`config.mk`:
```
export PLATFORM = sky130hd
export DESIGN_NAME = sync_fifo_prog
export DESIGN_NICKNAME = d
export VERILOG_FILES = /design/src/rtl/fifo_pkg.sv /design/src/rtl/sync_fifo_mem.sv /design/src/rtl/sync_fifo_prog.sv
export SDC_FILE = /design/constraint.sdc
export NUM_CORES = 1
export LEC_CHECK = 0
export BUFFER_PORTS_ARGS = -buffer_cell sky130_fd_sc_hd__buf_2
export CAP_MARGIN = 40
export CORE_AREA = 2 2 118 165
export CTS_CLUSTER_DIAMETER = 100
export DETAILED_ROUTE_END_ITERATION = 8
export DIE_AREA = 0 0 120 167
export PLACE_DENSITY = 0.46
export SKIP_LAST_GASP = 1
export SYNTH_ARGS = -nofsm -noshare
export SYNTH_HDL_FRONTEND = slang
export SYNTH_HIERARCHICAL = 1
export SYNTH_SLANG_ARGS = --single-unit
```
`constraint.sdc`:
```
create_clock -name clk -period 3.2 [get_ports clk]
set_input_delay 0.64 -clock clk [delete_from_list [all_inputs] [get_ports clk]]
set_output_delay 0.64 -clock clk [all_outputs]
set_load 0.02 [all_outputs]
```
`src/rtl/fifo_pkg.sv`:
```
// Shared helpers for the single-clock programmable FIFO.
// Depth/width helpers and the occupancy flag compare.
package fifo_pkg;

  function automatic int unsigned depth_f(int unsigned a);
    return 32'd1 << a;
  endfunction

  function automatic int unsigned cnt_w_f(int unsigned a);
    return a + 32'd1;
  endfunction

  typedef struct packed {
    logic full;
    logic half_full;
    logic almost_full;
    logic empty;
    logic half_empty;
    logic almost_empty;
  } flags_t;

  function automatic flags_t flags_f(
    int unsigned cnt,
    int unsigned depth,
    int unsigned af,
    int unsigned ae
  );
    flags_t f;
    f.full         = (cnt == depth);
    f.half_full    = (cnt >= depth / 2);
    f.almost_full  = (cnt >= af);
    f.empty        = (cnt == 0);
    f.half_empty   = (cnt <= depth / 2);
    f.almost_empty = (cnt <= ae);
    return f;
  endfunction

endpackage

```
`src/rtl/sync_fifo_mem.sv`:
```
// Dual-port storage array for sync_fifo_prog.
// One write port, one registered read port, no reset.
module sync_fifo_mem #(
  parameter int unsigned D_SIZE = 8,
  parameter int unsigned A_SIZE = 4
) (
  input  logic              clk,
  input  logic              we_i,
  input  logic [A_SIZE-1:0] waddr_i,
  input  logic [D_SIZE-1:0] wdata_i,
  input  logic              re_i,
  input  logic [A_SIZE-1:0] raddr_i,
  output logic [D_SIZE-1:0] rdata_o
);

  logic [D_SIZE-1:0] mem_q [2**A_SIZE];
  logic [D_SIZE-1:0] rdata_q;

  // Write on accept; read data registered on accept, held otherwise.
  always_ff @(posedge clk) begin
    if (we_i) mem_q[waddr_i] <= wdata_i;
    if (re_i) rdata_q <= mem_q[raddr_i];
  end

  assign rdata_o = rdata_q;

endmodule

```
`src/rtl/sync_fifo_prog.sv`:
```
// Single-clock FIFO with programmable thresholds and count.
// Sticky overflow/underflow, flush, registered read data.
module sync_fifo_prog
  import fifo_pkg::*;
#(
  parameter int unsigned D_SIZE = 8,
  parameter int unsigned A_SIZE = 4
) (
  input  logic              clk,
  input  logic              rst,
  input  logic              flush,
  input  logic [D_SIZE-1:0] w_data,
  input  logic              w_inc,
  output logic              w_full,
  output logic              w_half_full,
  output logic              w_almost_full,
  input  logic [A_SIZE:0]   w_af_thresh,
  input  logic              r_inc,
  output logic [D_SIZE-1:0] r_data,
  output logic              r_valid,
  output logic              r_empty,
  output logic              r_half_empty,
  output logic              r_almost_empty,
  input  logic [A_SIZE:0]   r_ae_thresh,
  output logic [A_SIZE:0]   count,
  output logic              overflow,
  output logic              underflow
);

  localparam int unsigned DEPTH = depth_f(A_SIZE);
  localparam int unsigned PW    = cnt_w_f(A_SIZE);

  localparam logic [PW-1:0] ONE = {{A_SIZE{1'b0}}, 1'b1};

  logic [PW-1:0]     w_ptr_q, w_ptr_d;
  logic [PW-1:0]     r_ptr_q, r_ptr_d;
  logic [PW-1:0]     cnt_q, cnt_d;
  logic              ovf_q, ovf_d;
  logic              udf_q, udf_d;
  logic              vld_q, vld_d;
  logic              seen_q, seen_d;
  logic              we, re;
  logic [D_SIZE-1:0] mem_rdata;
  flags_t            flg;

  // Occupancy flags from the registered count and live thresholds.
  always_comb begin
    flg = flags_f(32'(cnt_q), DEPTH,
                  32'(w_af_thresh), 32'(r_ae_thresh));
  end

  assign we = w_inc && !flg.full && !flush;
  assign re = r_inc && !flg.empty && !flush;

  // Next-state for pointers, count and error flags.
  always_comb begin
    w_ptr_d = w_ptr_q;
    r_ptr_d = r_ptr_q;
    cnt_d   = cnt_q;
    ovf_d   = ovf_q;
    udf_d   = udf_q;
    vld_d   = re;
    seen_d  = seen_q | re;
    if (flush) begin
      w_ptr_d = '0;
      r_ptr_d = '0;
      cnt_d   = '0;
      ovf_d   = 1'b0;
      udf_d   = 1'b0;
    end else begin
      if (we) w_ptr_d = w_ptr_q + ONE;
      if (re) r_ptr_d = r_ptr_q + ONE;
      unique case ({we, re})
        2'b10:   cnt_d = cnt_q + ONE;
        2'b01:   cnt_d = cnt_q - ONE;
        default: cnt_d = cnt_q;
      endcase
      if (w_inc && flg.full)  ovf_d = 1'b1;
      if (r_inc && flg.empty) udf_d = 1'b1;
    end
  end

  // State registers with synchronous reset.
  always_ff @(posedge clk) begin
    if (rst) begin
      w_ptr_q <= '0;
      r_ptr_q <= '0;
      cnt_q   <= '0;
      ovf_q   <= 1'b0;
      udf_q   <= 1'b0;
      vld_q   <= 1'b0;
      seen_q  <= 1'b0;
    end else begin
      w_ptr_q <= w_ptr_d;
      r_ptr_q <= r_ptr_d;
      cnt_q   <= cnt_d;
      ovf_q   <= ovf_d;
      udf_q   <= udf_d;
      vld_q   <= vld_d;
      seen_q  <= seen_d;
    end
  end

  sync_fifo_mem #(
    .D_SIZE (D_SIZE),
    .A_SIZE (A_SIZE)
  ) u_mem (
    .clk     (clk),
    .we_i    (we),
    .waddr_i (w_ptr_q[A_SIZE-1:0]),
    .wdata_i (w_data),
    .re_i    (re),
    .raddr_i (r_ptr_q[A_SIZE-1:0]),
    .rdata_o (mem_rdata)
  );

  // The array has no reset, so r_data reads as zero until the
  // first accepted read after rst.
  assign r_data         = seen_q ? mem_rdata : '0;
  assign r_valid        = vld_q;
  assign w_full         = flg.full;
  assign w_half_full    = flg.half_full;
  assign w_almost_full  = flg.almost_full;
  assign r_empty        = flg.empty;
  assign r_half_empty   = flg.half_empty;
  assign r_almost_empty = flg.almost_empty;
  assign count          = cnt_q;
  assign overflow       = ovf_q;
  assign underflow      = udf_q;

endmodule

```
==> impl_results.md <==
* Die ar. at 20,000 sq um
* EDFF count, synth at 136
* Global-route total usage across every layer at 14.8%
* Antenna Violating Nets Remaining at 0
* Largest net degree at the start of global routing at 36
* Number of max-cap violations at 0
* Hold crit path type: reg2reg
* Mapped cell area at 6390 sq um
* Initial Util at 34.5%
* Worst Setup Start Kind: flip-flop
* Post-synthesis async set-or-reset flop share at 0%
* Avg WL per Cell at 19.7 microns
* Area Growth Syn to Fin at 19.2%
* Initial antenna violation count at 0
* Worst Clk Skew at 0.00610 ns
* CP Buf/Inv Count at 1
* Worst EP required at 3.55 ns
* Width of the die at 120 microns
* Nets at 486
* Via Count at 3,436
* Final HPWL DP at 9.78 mm
* GR Overflow Total at 0
* Logic pwr share at 2.9%
* Global-route wire length before repair at 21.5 mm
* Cell Rows at 59
* CP arrival at 3.15 ns
* Max-slew violation count at 0
* Clock Pin Slew Worst Setup and Hold Paths at 0.07 ns
* Critical Path Slowest Stage Cell: nor4_1
* Io pins at 45
* Crit Path Max Fanout at 9
* Synth Flop Type: edfxtp_1
* Synth area leaders: edfxtp_1 64%, mux4_2 6.3%, mux4_1 5.8%, dfxtp_1 5.3%, ha_1 3.1%
* Vias in the first global route at 3,744
* Net Count, Synth at 411
* Cell with the most instances after synthesis: edfxtp_1
* Largest delay share family, worst path: simple AND/OR/NAND/NOR gates
* Clk_lat worst skew at 0.42 ns
* Post_cts resized at 0
* Setup Fix Bufs, Post-CTS at 0
* Core footprint at 18,500 sq um
* Max-slew headroom at 49.9%
* WS Path Type: reg2reg
* Worst setup margin at 0.397 ns
* Switching power total at 0.943 mW
* Syn Area/Cell at 17.2 sq um
* Status: finished clean
* DRT Wirelength at 13.8 mm
* Synthesized flop and latch total at 153
* PD cells at 571 nW/um^2
* RSZ-0062 raised after global routing: no
* H-tree depth at 4
* Clk buf depth at 2
* Critical path capture point type: flip-flop
* Pleak at 2.70 nW
* Slew @ Worst Pin at 0.748 ns
* Clk root buf: clkbuf_16
* Total internal power at 3.41 mW
* CTS Buf Count at 17
* Starting DRT DRC Count at 234
* Met3 Use GR at 3.25%
* Die Ht at 167 microns
* Share of cells above drive strength 1 at 28.3%
* Placer Congestion at 0.762
* Fin crit share at 87.6%
* Seq/Total Area, Yosys at 69.2%
* Endpoints failing setup at 0
* Share of the synthesized area in the top cell type at 63.9%
* PortBufs at 44
* Sequential power share at 50.3%
* DR pass1 iterations at 4
* DRC viols at 0
* Vias/cell at 4.89
* CP peak stage delay at 0.44 ns
* Worst slack, placed at 0.416 ns
* CTS tree: done
* CTS Hold Buffers Added at 0
* Most frequent cells after synthesis: 136 x edfxtp_1, 36 x nor2_1, 18 x mux4_2
* Ant diodes at 0
* Synth Instances at 371
* Switch share at 21.7%
* Cell taking the most area after synthesis: edfxtp_1
* Cell variety after synth at 45
* Minimum clock period at 2.80 ns
* Crit path cell chain: nor4_1 -> a21oi_1 -> nand2b_1 -> ha_1 -> inv_1 -> fa_1 -> nand2b_1 -> a21oi_1 -> mux2i_1 -> mux2i_1
* Peak supply drop at 0.310 mV
* M2 GR Usage at 27.1%
* Gr busiest metal: met2
* Final hold violation count at 0
* Setup_tns at 0 ns
* Part of the power in the clock network at 46.8%
* Met1 Use GR at 16.8%
* Clock Sink Count at 153
* Peak Freq at 357 MHz
* Yosys warning total at 6
==> sequential cells by signal, indices dropped and copies added, names as in the netlist <==
name	count
r_valid	1
underflow	1
seen_q	1
overflow	1
u_mem/rdata_o	8
r_ptr_q	4
count	5
w_ptr_q	4
u_mem/mem_q	128
==> power groups by stage <==
stage | registers (mW) | logic, mW | clock network, mW
2_1_floorplan | 2.23 | 0.0657 | 0
6_report | 2.19 | 0.125 | 2.04
3_5_place_dp | 2.23 | 0.128 | 0
3_3_place_gp | 2.23 | 0.126 | 0
5_1_grt | 2.19 | 0.142 | 2.17
4_1_cts | 2.19 | 0.129 | 2.08
==> through the flow <==
step	hold WS, ns	cells	utilization, %	area [sq um]	power (mW)
after detailed placement	0.465	671	37.9	7010	2.36
after floorplan	0.481	371	-	6390	2.30
after CTS	0.465	703	41.1	7620	4.40
final	0.473	703	41.1	7620	4.35
after global routing	0.474	703	41.1	7620	4.51
after global placement	0.457	671	37.9	7010	2.36
==> worst min-delay path: stages (launching register included) <==
cell	delay [ns]
dfxtp_1	0.33
a21oi_1	0.04
nor2_1	0.07
==> final timing paths <==
path | startpoint | to | slack [ns] | cells past startpoint
hold / removal | underflow | underflow | 0.47 | 2
hold reg to reg | underflow | underflow | 0.47 | 2
setup / recovery | count[1] | count[4] | 0.40 | 10
setup reg to reg | count[1] | count[4] | 0.40 | 10
==> logic make-up (layout without fill, tap and decap cells) <==
logic type,after synthesis,after routing,synth area share [%]
DFF,153,153,69.2
and+or+nand+nor,91,91,7.08
AOI/OAI and AO/OA,38,38,4.11
muxes,37,37,12.9
buffers and inverters,29,117,2.48
adders and majority gates,17,17,3.44
xor gates and xnor gates,6,6,0.822
==> metal layers <==
| metal | wire, microns | share of wire, % | vias up |
|---|---|---|---|
| li1 | - | - | 1613 |
| met1 | 5640 | 41 | 1732 |
| met2 | 7560 | 55 | 74 |
| met3 | 413 | 3.0 | 17 |
| met4 | 222 | 1.6 | 0 |
| met5 | 0 | 0 | - |
==> cell type report <==
type                            count  area [sq um]
Multi-Input combinational cell    189          1810
Inverter                           15          56.3
Clock buffer                       17           425
Sequential cell                   153          4430
Fill cell                        1723         10900
Clock inverter                     15           184
Timing Repair Buffer               70           415
Tap cell                          244           305
==> cells in the final DEF, fill, tap and decap left out, types with 5 or more instances in the layout <==
cell       count
edfxtp_1     136
buf_2         44
nor2_1        36
buf_4         26
mux4_2        18
clkbuf_16     17
ha_1          16
dfxtp_1       16
a22oi_1       16
inv_1         15
mux4_1        14
nand2_1       13
a21oi_1       11
and2_1        10
mux2i_1        5
nand3_1        5
Note: power is estimated with default switching activity, not from simulation.
